===== src/rtl/mainbus_arbiter.sv =====
// Main-bus arbiter between the CPU pipeline and one external DMA/debug requester.
// Optional statistics outputs are enabled by defining ARB_STATS_EN.
module mainbus_arbiter #(
  parameter int unsigned HOLD_MAX   = 8,
  parameter int unsigned TURNAROUND = 1,
  parameter int unsigned WAIT_MAX   = 16
) (
  input  logic        clk,
  input  logic        rst_n,
  input  logic        cpu_bus_request,
  input  logic        cpu_break,
  input  logic        dma_req,
  output logic        cpu_grant,
  output logic        dma_grant,
  output logic        pipeline_stall,
`ifdef ARB_STATS_EN
  output logic [15:0] stat_dma_cycles,
  output logic [7:0]  stat_forced,
`endif
  output logic        bus_idle
);

  typedef enum logic [1:0] {
    S_IDLE,
    S_CPU,
    S_DMA,
    S_TURN
  } state_e;

  localparam logic [7:0] HOLD_LIM = 8'(HOLD_MAX - 1);
  localparam logic [7:0] WAIT_LIM = 8'(WAIT_MAX - 1);
  localparam logic [1:0] TURN_LIM = 2'(TURNAROUND - 1);

  state_e     state_q, state_d;
  logic       turn_to_dma_q, turn_to_dma_d;
  logic [1:0] turn_cnt_q, turn_cnt_d;
  logic [7:0] wait_q, wait_d;
  logic [7:0] hold_q, hold_d;
  logic       cpu_grant_q, dma_grant_q;

  always_comb begin
    state_d       = state_q;
    turn_to_dma_d = turn_to_dma_q;
    turn_cnt_d    = turn_cnt_q;
    wait_d        = wait_q;
    hold_d        = hold_q;

    case (state_q)
      S_IDLE: begin
        if (cpu_bus_request) state_d = S_CPU;
        else if (dma_req)    state_d = S_DMA;
      end

      S_CPU: begin
        if (dma_req && wait_q != 8'hFF) wait_d = wait_q + 8'd1;
        if (!cpu_bus_request) begin
          if (dma_req) begin
            state_d       = S_TURN;
            turn_to_dma_d = 1'b1;
            turn_cnt_d    = '0;
          end else begin
            state_d = S_IDLE;
          end
        end else if (dma_req && wait_q >= WAIT_LIM) begin
          state_d       = S_TURN;
          turn_to_dma_d = 1'b1;
          turn_cnt_d    = '0;
        end
      end

      S_DMA: begin
        if (hold_q != 8'hFF) hold_d = hold_q + 8'd1;
        // Break suppresses the tenure limit so a debugger keeps the bus indefinitely.
        if (!dma_req) begin
          if (cpu_bus_request) begin
            state_d       = S_TURN;
            turn_to_dma_d = 1'b0;
            turn_cnt_d    = '0;
          end else begin
            state_d = S_IDLE;
          end
        end else if (cpu_bus_request && !cpu_break && hold_q >= HOLD_LIM) begin
          state_d       = S_TURN;
          turn_to_dma_d = 1'b0;
          turn_cnt_d    = '0;
        end
      end

      S_TURN: begin
        if (turn_cnt_q == TURN_LIM) begin
          if (turn_to_dma_q) state_d = dma_req ? S_DMA : S_IDLE;
          else               state_d = cpu_bus_request ? S_CPU : S_IDLE;
        end else begin
          turn_cnt_d = turn_cnt_q + 2'd1;
        end
      end

      default: state_d = S_IDLE;
    endcase

    if (state_d == S_DMA)                        wait_d = '0;
    if (state_d == S_CPU || state_d == S_IDLE)   hold_d = '0;
  end

  always_ff @(posedge clk or negedge rst_n) begin
    if (!rst_n) begin
      state_q       <= S_IDLE;
      turn_to_dma_q <= 1'b0;
      turn_cnt_q    <= '0;
      wait_q        <= '0;
      hold_q        <= '0;
      cpu_grant_q   <= 1'b0;
      dma_grant_q   <= 1'b0;
    end else begin
      state_q       <= state_d;
      turn_to_dma_q <= turn_to_dma_d;
      turn_cnt_q    <= turn_cnt_d;
      wait_q        <= wait_d;
      hold_q        <= hold_d;
      cpu_grant_q   <= (state_d == S_CPU);
      dma_grant_q   <= (state_d == S_DMA);
    end
  end

  assign cpu_grant      = cpu_grant_q;
  assign dma_grant      = dma_grant_q;
  assign bus_idle       = ~(cpu_grant_q | dma_grant_q);
  assign pipeline_stall = cpu_bus_request & ~cpu_grant_q;

`ifdef ARB_STATS_EN
  logic [15:0] stat_dma_q, stat_dma_d;
  logic [7:0]  stat_forced_q, stat_forced_d;
  logic        forced_handover;

  // Forced only when the CPU still wants the bus; a voluntary drop is not counted.
  assign forced_handover = (state_q == S_CPU) & cpu_bus_request & dma_req &
                           (wait_q >= WAIT_LIM);

  always_comb begin
    stat_dma_d    = stat_dma_q;
    stat_forced_d = stat_forced_q;
    if (dma_grant_q) stat_dma_d = stat_dma_q + 16'd1;
    if (forced_handover && stat_forced_q != 8'hFF) stat_forced_d = stat_forced_q + 8'd1;
  end

  always_ff @(posedge clk or negedge rst_n) begin
    if (!rst_n) begin
      stat_dma_q    <= '0;
      stat_forced_q <= '0;
    end else begin
      stat_dma_q    <= stat_dma_d;
      stat_forced_q <= stat_forced_d;
    end
  end

  assign stat_dma_cycles = stat_dma_q;
  assign stat_forced     = stat_forced_q;
`endif

endmodule


===== config.mk =====
export PLATFORM = sky130hd
export DESIGN_NAME = mainbus_arbiter
export DESIGN_NICKNAME = d
export VERILOG_FILES = /design/src/rtl/mainbus_arbiter.sv
export SDC_FILE = /design/constraint.sdc
export NUM_CORES = 1
export LEC_CHECK = 0
export CORE_MARGIN = 3
export CORE_UTILIZATION = 50
export CTS_BUF_LIST = sky130_fd_sc_hd__clkbuf_16
export CTS_CLUSTER_SIZE = 16
export DETAILED_ROUTE_END_ITERATION = 7
export GPL_ROUTABILITY_DRIVEN = 0
export PLACE_DENSITY = 0.69
export SYNTH_ARGS = -nofsm -noshare
export SYNTH_HDL_FRONTEND = slang
export SYNTH_SLANG_ARGS = --single-unit

===== constraint.sdc =====
create_clock -name clk -period 4.91 [get_ports clk]
set_input_delay 0.982 -clock clk [delete_from_list [all_inputs] [get_ports clk]]
set_output_delay 0.982 -clock clk [all_outputs]
set_load 0.05 [all_outputs]

==> impl_metrics.ini, run 1 <==
[critical_path]
crit_required_ns = 3.93
reg2regPathDepth = 5
start_kind = primary input
slowest_stage = clkdlybuf4s50_1
critPathMaxFanout = 9
worstPathCellList = clkdlybuf4s50_1, nor2b_1, clkdlybuf4s50_1
reg2reg_slack_ns = 2.73
path_depth = 3
path_delay_family = buffers and inverters
worstReg2RegEnd = wait_q[6]$_DFFE_PN0P_
critPathLaunch = cpu_bus_request
critPathBufInv = 2
worstSetupEndpoint = pipeline_stall
r2r_start = state_q[0]$_DFF_PN0_
crit_top_cell = clkdlybuf4s50_1
cp-end-kind = output port
max_stage_delay_ns = 0.80
cp_data_arrival_time_ns = 2.57
worstSetupPathType = primary input to output port

[cells_and_area]
drive_gt1_frac = 0.09524
nNetsFinal = 156
utilization = 0.6067
areaGrowthSynthToFinish_pct = 11.98
fillers = 227
antenna_cells = 0

[power]
leakage_nw = 0.6482
pwr_density_cell_nw_per_um2 = 431.0
power_frac_clock = 0.260
pwr-share-seq = 0.393
pwr-share-comb = 0.347
totalPowerFinal_w = 0.0006655
p_sw_w = 0.0002450
internal_power_w = 0.0004205
peakVddDrop_uv = 428.7
swShare = 0.3682

[clocking]
cts_setup_buffers = 0
cts_root_buffer = clkbuf_16
hold_buffers = 0
htreeDepth = 1
path_clk_slew_ns = 0.06
clk_latency_ns = 0.25
cts_made_buffers = 3
cts_tree = built
cts.sinks = 23
clock_path_buffers = 2
cts_resized = 0

[sta]
period_share = 0.7242
finalWorstSetupSlack_ns = 1.354
rsz0062_at_grt = false
min_period_ns = 3.556
fin_worst_skew_ns = 0.002112
tns_ns = 0
worstMarginPinSlew_ns = 1.044
hold_violations = 0
fmax_ghz = 0.2812
setup_violations = 0
slew_headroom = 0.3019
drv_slew = 0

[floorplanning]
die_w_um = 58.52
start_util = 0.5418
die_y_um = 58.52
core_um2 = 2545
die_area_um2 = 3424
num_rows = 18
io_pins = 9

[place]
preCtsSetupSlack_ns = 1.355
port-buffer-count = 8
hpwl_um = 1772

[global_routing]
grt_max_degree = 24
grt.total_usage = 0.1677
antenna_found_initial = 0
grt_pass1_vias = 1038
grt_pass1_wl_um = 4491
overflow = 0

[yosys]
syn_area_per_cell_um2 = 9.920
syn-instance-count = 139
synth_edf_count = 0
synthesis.nets = 147
synthArstFlopShare = 1.000
ys.flop_type = dfrtp_1
yosysUniqueCellTypes = 50
yosysSeqAreaShare = 0.4174
ys.warnings.count = 0
synth_area_um2 = 1379
synth-seq-cells = 23

[route]
drtPass1Iterations = 4
drt-wirelength-per-cell_um = 14.59
vias_per_cell = 5.960
wirelength_um = 2583
dr.first_iter.drc_count = 44
route.vias.total = 1055
drcViolationCount = 0
ant_nets = 0

[worst_hold_path]
holdCritPathClass = flop to flop

[status]
status = complete, no violations

[job]
maxCapViolCount = 0
## per-stage QoR
step / cell area [um^2] / cells / hold slack [ns]
after global routing: 1544 / 177 / 0.5190
after global placement: 1464 / 173 / 0.4713
after detailed placement: 1464 / 173 / 0.4773
after CTS: 1544 / 177 / 0.4957
final: 1544 / 177 / 0.4914
after floorplan: 1379 / 139 / 0.4561
## layout make-up
type	count	area [um^2]	share of cell area
clock buffer	3	75.07	0.04862
sequential	23	575.6	0.3728
tap	30	37.54	0.02431
clock inverter	1	5.005	0.003241
timing repair buffer	9	87.58	0.05673
multi-input combinational	104	732.0	0.4741
inverter	7	31.28	0.02026
## state kept, by name, indices dropped and copies added (netlist names)
register / count
hold_q: 8
wait_q: 8
state_q: 2
turn_cnt_q: 2
cpu_grant: 1
dma_grant: 1
turn_to_dma_q: 1
## cell usage after synthesis (2+ instances only)
library cell	n	share of area
or3_1	4	0.018
nor2b_1	3	0.014
dfrtp_1	23	0.42
and2b_1	2	0.011
nor2_1	8	0.022
xnor2_1	2	0.013
a21boi_0	2	0.011
ha_1	3	0.027
o31ai_1	2	0.011
nor3_1	3	0.011
a211oi_1	3	0.016
nand4_1	3	0.014
nand2b_1	4	0.018
mux2i_1	3	0.022
nand2_1	8	0.022
nand3b_1	3	0.016
and4_1	2	0.013
xor2_1	4	0.025
buf_2	2	0.0073
o211ai_1	3	0.016
buf_6	2	0.016
nand3_1	3	0.011
o21ai_0	5	0.018
a21oi_1	11	0.040
inv_1	6	0.016
## power groups by stage
stage	clock, W	combinational, W	sequential (W)
after detailed placement	0	0.000230	0.000265
after floorplan	0	0.000175	0.000266
after global routing	0.000186	0.000250	0.000266
final	0.000173	0.000231	0.000261
after global placement	0	0.000227	0.000262
after CTS	0.000179	0.000233	0.000261
## worst min path at each step
stage | start | to | cells after the start
6_report | turn_cnt_q[1]$_DFFE_PN0P_ | turn_cnt_q[1]$_DFFE_PN0P_ | 1
5_1_grt | turn_cnt_q[1]$_DFFE_PN0P_ | turn_cnt_q[1]$_DFFE_PN0P_ | 1
4_1_cts | turn_cnt_q[1]$_DFFE_PN0P_ | turn_cnt_q[1]$_DFFE_PN0P_ | 1
3_5_place_dp | turn_cnt_q[1]$_DFFE_PN0P_ | turn_cnt_q[1]$_DFFE_PN0P_ | 1
3_3_place_gp | turn_cnt_q[1]$_DFFE_PN0P_ | turn_cnt_q[1]$_DFFE_PN0P_ | 1
2_1_floorplan | turn_cnt_q[1]$_DFFE_PN0P_ | turn_cnt_q[1]$_DFFE_PN0P_ | 1
## metal layers
| layer | GRT usage | vias to the layer above | part of all wire |
|---|---|---|---|
| li1 | - | 535 | - |
| met1 | 0.2291 | 502 | 0.51 |
| met2 | 0.2584 | 14 | 0.44 |
| met3 | 0.04825 | 4 | 0.039 |
| met4 | 0.04967 | 0 | 0.010 |
| met5 | 0 | - | 0 |
## kinds of logic after synthesis
logic type,synth area share
and+or+nand+nor,0.2359
AOI/OAI and AO/OA,0.2078
DFF,0.4174
buffers and inverters,0.05173
xor gates and xnor gates,0.03811
muxes,0.02178
adders and majority gates,0.02723
## placed cells by master, fill, tap and decap left out, types with 2 or more instances in the layout
master / synthesis / final
nor2b_1: 3 / 3
nand2b_1: 4 / 4
o211ai_1: 3 / 3
o21ai_0: 5 / 5
a211oi_1: 3 / 3
xnor2_1: 2 / 2
o31ai_1: 2 / 2
nor2_1: 8 / 8
xor2_1: 4 / 4
nand3_1: 3 / 3
nand4_1: 3 / 3
inv_1: 6 / 6
nand2_1: 8 / 8
clkdlybuf4s50_1: 0 / 8
and4_1: 2 / 2
a21oi_1: 11 / 11
and2b_1: 2 / 2
ha_1: 3 / 3
nor3_1: 3 / 3
dfrtp_1: 23 / 23
a21boi_0: 2 / 2
mux2i_1: 3 / 3
or3_1: 4 / 4
clkbuf_16: 0 / 3
nand3b_1: 3 / 3
(Power assumes the default switching activity.)
==> run 2: changes to the inputs <==
--- a/config.mk
+++ b/config.mk
@@ -11,7 +11,7 @@
 export CTS_CLUSTER_SIZE = 16
 export DETAILED_ROUTE_END_ITERATION = 7
 export GPL_ROUTABILITY_DRIVEN = 0
-export PLACE_DENSITY = 0.69
+export PLACE_DENSITY = 0.72
 export SYNTH_ARGS = -nofsm -noshare
 export SYNTH_HDL_FRONTEND = slang
 export SYNTH_SLANG_ARGS = --single-unit
==> constraint.sdc (replaced) <==
create_clock -name clk -period 3.16 [get_ports clk]
set_input_delay 0.632 -clock clk [delete_from_list [all_inputs] [get_ports clk]]
set_output_delay 0.632 -clock clk [all_outputs]
set_load 0.05 [all_outputs]
==> impl_metrics.ini, run 2 (synthesized netlist as in run 1, its figures left out) <==
[route]
route.vias.total = 1086
dr.first_iter.drc_count = 38
ant_nets = 0
wirelength_um = 2687
vias_per_cell = 6.101
drt-wirelength-per-cell_um = 15.10
drcViolationCount = 0
drtPass1Iterations = 4

[clocking]
hold_buffers = 0
path_clk_slew_ns = 0.06
htreeDepth = 1
cts_setup_buffers = 0
cts_tree = built
cts_made_buffers = 3
clk_latency_ns = 0.26
clock_path_buffers = 2
cts_root_buffer = clkbuf_16
cts_resized = 0
cts.sinks = 23

[status]
status = complete, no violations

[cells_and_area]
stdcell_area_um2 = 1548
nNetsFinal = 157
final_cell_mix = dfrtp_1 (23), a21oi_1 (11), nor2_1 (8), nand2_1 (8)
drive_gt1_frac = 0.1014
antenna_cells = 0
fillers = 226
top_regs = hold_q x8, wait_q x8
areaGrowthSynthToFinish_pct = 12.25
utilization = 0.6082
layout_commonest_cell = dfrtp_1

[critical_path]
reg2regPathDepth = 5
critPathMaxFanout = 10
cp_data_arrival_time_ns = 2.55
start_kind = primary input
worstReg2RegEnd = wait_q[6]$_DFFE_PN0P_
crit_required_ns = 3.33
cp-end-kind = flop
worstSetupPathType = primary input to flop
r2r_start = state_q[0]$_DFF_PN0_
reg2reg_slack_ns = 1.11

[sta]
rsz0062_at_grt = false
fin_worst_skew_ns = 0.002225
worstMarginPinSlew_ns = 0.4909
period_share = 0.7536
setup_violations = 0
slew_headroom = 0.6717
tns_ns = 0
hold_violations = 0
min_period_ns = 2.381
drv_slew = 0
fmax_ghz = 0.4199

[place]
hpwl_um = 1935
port-buffer-count = 8
placed_cell_area_um2 = 1469

[worst_hold_path]
worstHoldPathCells = 1
min_to = turn_cnt_q[1]$_DFFE_PN0P_
holdCritPathClass = flop to flop
hp-start = turn_cnt_q[1]$_DFFE_PN0P_

[power]
peakVddDrop_uv = 497.5
leakage_nw = 0.6557
pwr_density_cell_nw_per_um2 = 668.4

[floorplanning]
num_rows = 18
die_w_um = 58.52
die_y_um = 58.52
io_pins = 9
start_util = 0.5418
die_area_um2 = 3424
core_um2 = 2545

[job]
maxCapViolCount = 0

[global_routing]
grt_max_degree = 24
antenna_found_initial = 0
grt_pass1_vias = 1039
grt_pass1_wl_um = 4609
grt.total_usage = 0.1771
overflow = 0
==> run 2: worst max-delay path by stage <==
stage	start	endpoint
after global routing	cpu_bus_request	wait_q[6]$_DFFE_PN0P_
after global placement	cpu_bus_request	wait_q[6]$_DFFE_PN0P_
after CTS	cpu_bus_request	wait_q[6]$_DFFE_PN0P_
after floorplan	dma_req	wait_q[7]$_DFFE_PN0P_
final	cpu_bus_request	wait_q[6]$_DFFE_PN0P_
after detailed placement	cpu_bus_request	wait_q[6]$_DFFE_PN0P_
==> run 2: layout make-up <==
type | count | area (um^2) | share of cell area
Clock inverter | 1 | 3.754 | 0.002425
Inverter | 7 | 31.28 | 0.02021
Multi-Input combinational cell | 104 | 732.0 | 0.4729
Timing Repair Buffer | 10 | 92.59 | 0.05982
Tap cell | 30 | 37.54 | 0.02425
Clock buffer | 3 | 75.07 | 0.04850
Sequential cell | 23 | 575.6 | 0.3719
==> run 2: worst max-delay path: stages <==
cell and delay, ns:
clkdlybuf4s50_1 0.54, and2b_1 0.23, o311ai_0 0.39, o221a_2 0.43, inv_6 0.08, a221oi_2 0.24
==> run 2: metal layers <==
metal,vias up,GRT usage,wire length (um)
li1,535,-,-
met1,529,0.2194,1244
met2,17,0.2935,1293
met3,5,0.03289,93
met4,0,0.08940,56
met5,-,0,0
==> run 2: per-stage QoR <==
stage / setup slack, ns / hold slack [ns] / instances / total power (W)
finish: 0.7786 / 0.4840 / 178 / 0.001034
global placement: 0.6022 / 0.4718 / 174 / 0.0007615
CTS: 0.7771 / 0.4918 / 178 / 0.001042
detailed placement: 0.5040 / 0.4735 / 174 / 0.0007687
floorplan: 1.172 / 0.3364 / 139 / 0.0006856
global route: 0.6192 / 0.5108 / 178 / 0.001088
==> run 2: report_power, final <==
group	internal [W]	leakage (nW)	total, W	switching [W]
combinational	0.000143	0.304	0.000357	0.000214
clock	0.000169	0.0423	0.000272	0.000103
sequential	0.000340	0.309	0.000405	0.0000650
total	0.000652	0.656	0.00103	0.000382
==> run 3: changes to the inputs <==
==> constraint.sdc (replaced) <==
create_clock -name clk -period 1.92 [get_ports clk]
set_input_delay 0.384 -clock clk [delete_from_list [all_inputs] [get_ports clk]]
set_output_delay 0.384 -clock clk [all_outputs]
set_load 0.05 [all_outputs]
==> impl_metrics.ini, run 3 (synthesized netlist as in run 1, its figures left out) <==
[critical_path]
worstPathCellList = clkdlybuf4s50_1
cp_data_arrival_time_ns = 1.45
slowest_stage = clkdlybuf4s50_1
reg2reg_slack_ns = 0.11
worstReg2RegEnd = wait_q[2]$_DFFE_PN0P_
critPathBufInv = 1
worstSetupPathType = flop to output port
reg2regPathDepth = 7
critPathMaxFanout = 3
crit_required_ns = 1.54
cp-end-kind = output port
start_kind = flop
max_stage_delay_ns = 0.82
r2r_start = hold_q[1]$_DFFE_PN0P_
path_delay_family = buffers and inverters

[cells_and_area]
nNetsFinal = 176
fillers = 206
stdcell_area_um2 = 1725
multiInputGateArea_um2 = 753.2
layout_commonest_cell = dfrtp_1
seqCellArea_um2 = 575.6
drive_gt1_frac = 0.2395
areaGrowthSynthToFinish_pct = 25.14
antenna_cells = 0
fin_cells = 197
final_cell_mix = dfrtp_1 (23), buf_4 (22), a21oi_1 (11)
top_regs = hold_q x8, wait_q x8

[sta]
fmax_ghz = 0.5444
hold_violations = 0
setup_violations = 0
whs_ns = 0.4750
worstMarginPinSlew_ns = 0.4951
fin_worst_skew_ns = 0.004206
min_period_ns = 1.837
rsz0062_at_grt = false
drv_slew = 0
slew_headroom = 0.6689
period_share = 0.9567
tns_ns = 0

[route]
route.vias.total = 1184
drt-wirelength-per-cell_um = 15.40
dr.first_iter.drc_count = 86
vias_per_cell = 6.010
drtPass1Iterations = 4
ant_nets = 0
drcViolationCount = 0
wirelength_um = 3034

[place]
port-buffer-count = 8
hpwl_um = 2155
placed_cell_area_um2 = 1622
dp_cells = 193

[global_routing]
grt_pass1_vias = 1165
overflow = 0
grt_pass1_wl_um = 5326
antenna_found_initial = 0
grt.total_usage = 0.2028
grt_max_degree = 24

[power]
leakage_nw = 0.7629
peakVddDrop_uv = 953.8
totalPowerFinal_w = 0.001861
pwr_density_cell_nw_per_um2 = 1078

[clocking]
hold_buffers = 0
clk_latency_ns = 0.26
cts.sinks = 23
cts_setup_buffers = 0
path_clk_slew_ns = 0.06
cts_tree = built
cts_root_buffer = clkbuf_16
htreeDepth = 1
cts_made_buffers = 3
clock_path_buffers = 2

[floorplanning]
core_um2 = 2545
die_y_um = 58.52
io_pins = 9
die_area_um2 = 3424
die_w_um = 58.52
start_util = 0.5418
num_rows = 18

[job]
maxCapViolCount = 0

[worst_hold_path]
holdCritPathClass = primary input to asynchronous set/reset pin

[status]
status = complete, no violations
## run 3: layout make-up
cell class                      instances  area share
Clock buffer                            3     0.04351
Timing Repair Buffer                   29      0.1436
Clock inverter                          1    0.002901
Inverter                                7     0.01813
Tap cell                               30     0.02175
Sequential cell                        23      0.3336
Multi-Input combinational cell        104      0.4365
## run 3: metrics by stage
step | utilization | worst slack [ns]
2_1_floorplan | - | 0.08031
5_1_grt | 0.6780 | 0.003089
3_3_place_gp | 0.6372 | -0.2164
6_report | 0.6780 | 0.08305
3_5_place_dp | 0.6372 | -0.2569
4_1_cts | 0.6706 | 0.01582
## run 3: worst max path at each step
| stage | to | from | cells after the start |
|---|---|---|---|
| 6_report | cpu_grant | cpu_grant$_DFF_PN0_ | 1 |
| 5_1_grt | wait_q[1]$_DFFE_PN0P_ | hold_q[1]$_DFFE_PN0P_ | 7 |
| 4_1_cts | wait_q[6]$_DFFE_PN0P_ | dma_req | 7 |
| 3_5_place_dp | wait_q[6]$_DFFE_PN0P_ | dma_req | 7 |
| 3_3_place_gp | wait_q[7]$_DFFE_PN0P_ | dma_req | 5 |
| 2_1_floorplan | wait_q[3]$_DFFE_PN0P_ | hold_q[0]$_DFFE_PN0P_ | 6 |
## run 3: layer usage
metal	vias to the layer above	track usage	share of wire
li1	569	-	-
met1	576	0.2678	0.46
met2	33	0.3365	0.48
met3	6	0.02632	0.041
met4	0	0.07947	0.022
met5	-	0	0
## run 3: report_power, final
group / internal (W) / switching (W) / total (W)
Combinational: 0.000338 / 0.000419 / 0.000757
Sequential: 0.000560 / 0.0000834 / 0.000644
Clock: 0.000281 / 0.000180 / 0.000461
## run 3: what timing repair did
action | CTS | global route
pin swaps | 0 | 1
resized for setup | 2 | 4
cloned | 0 | 0
endpoints found under the setup margin | 4 | 6
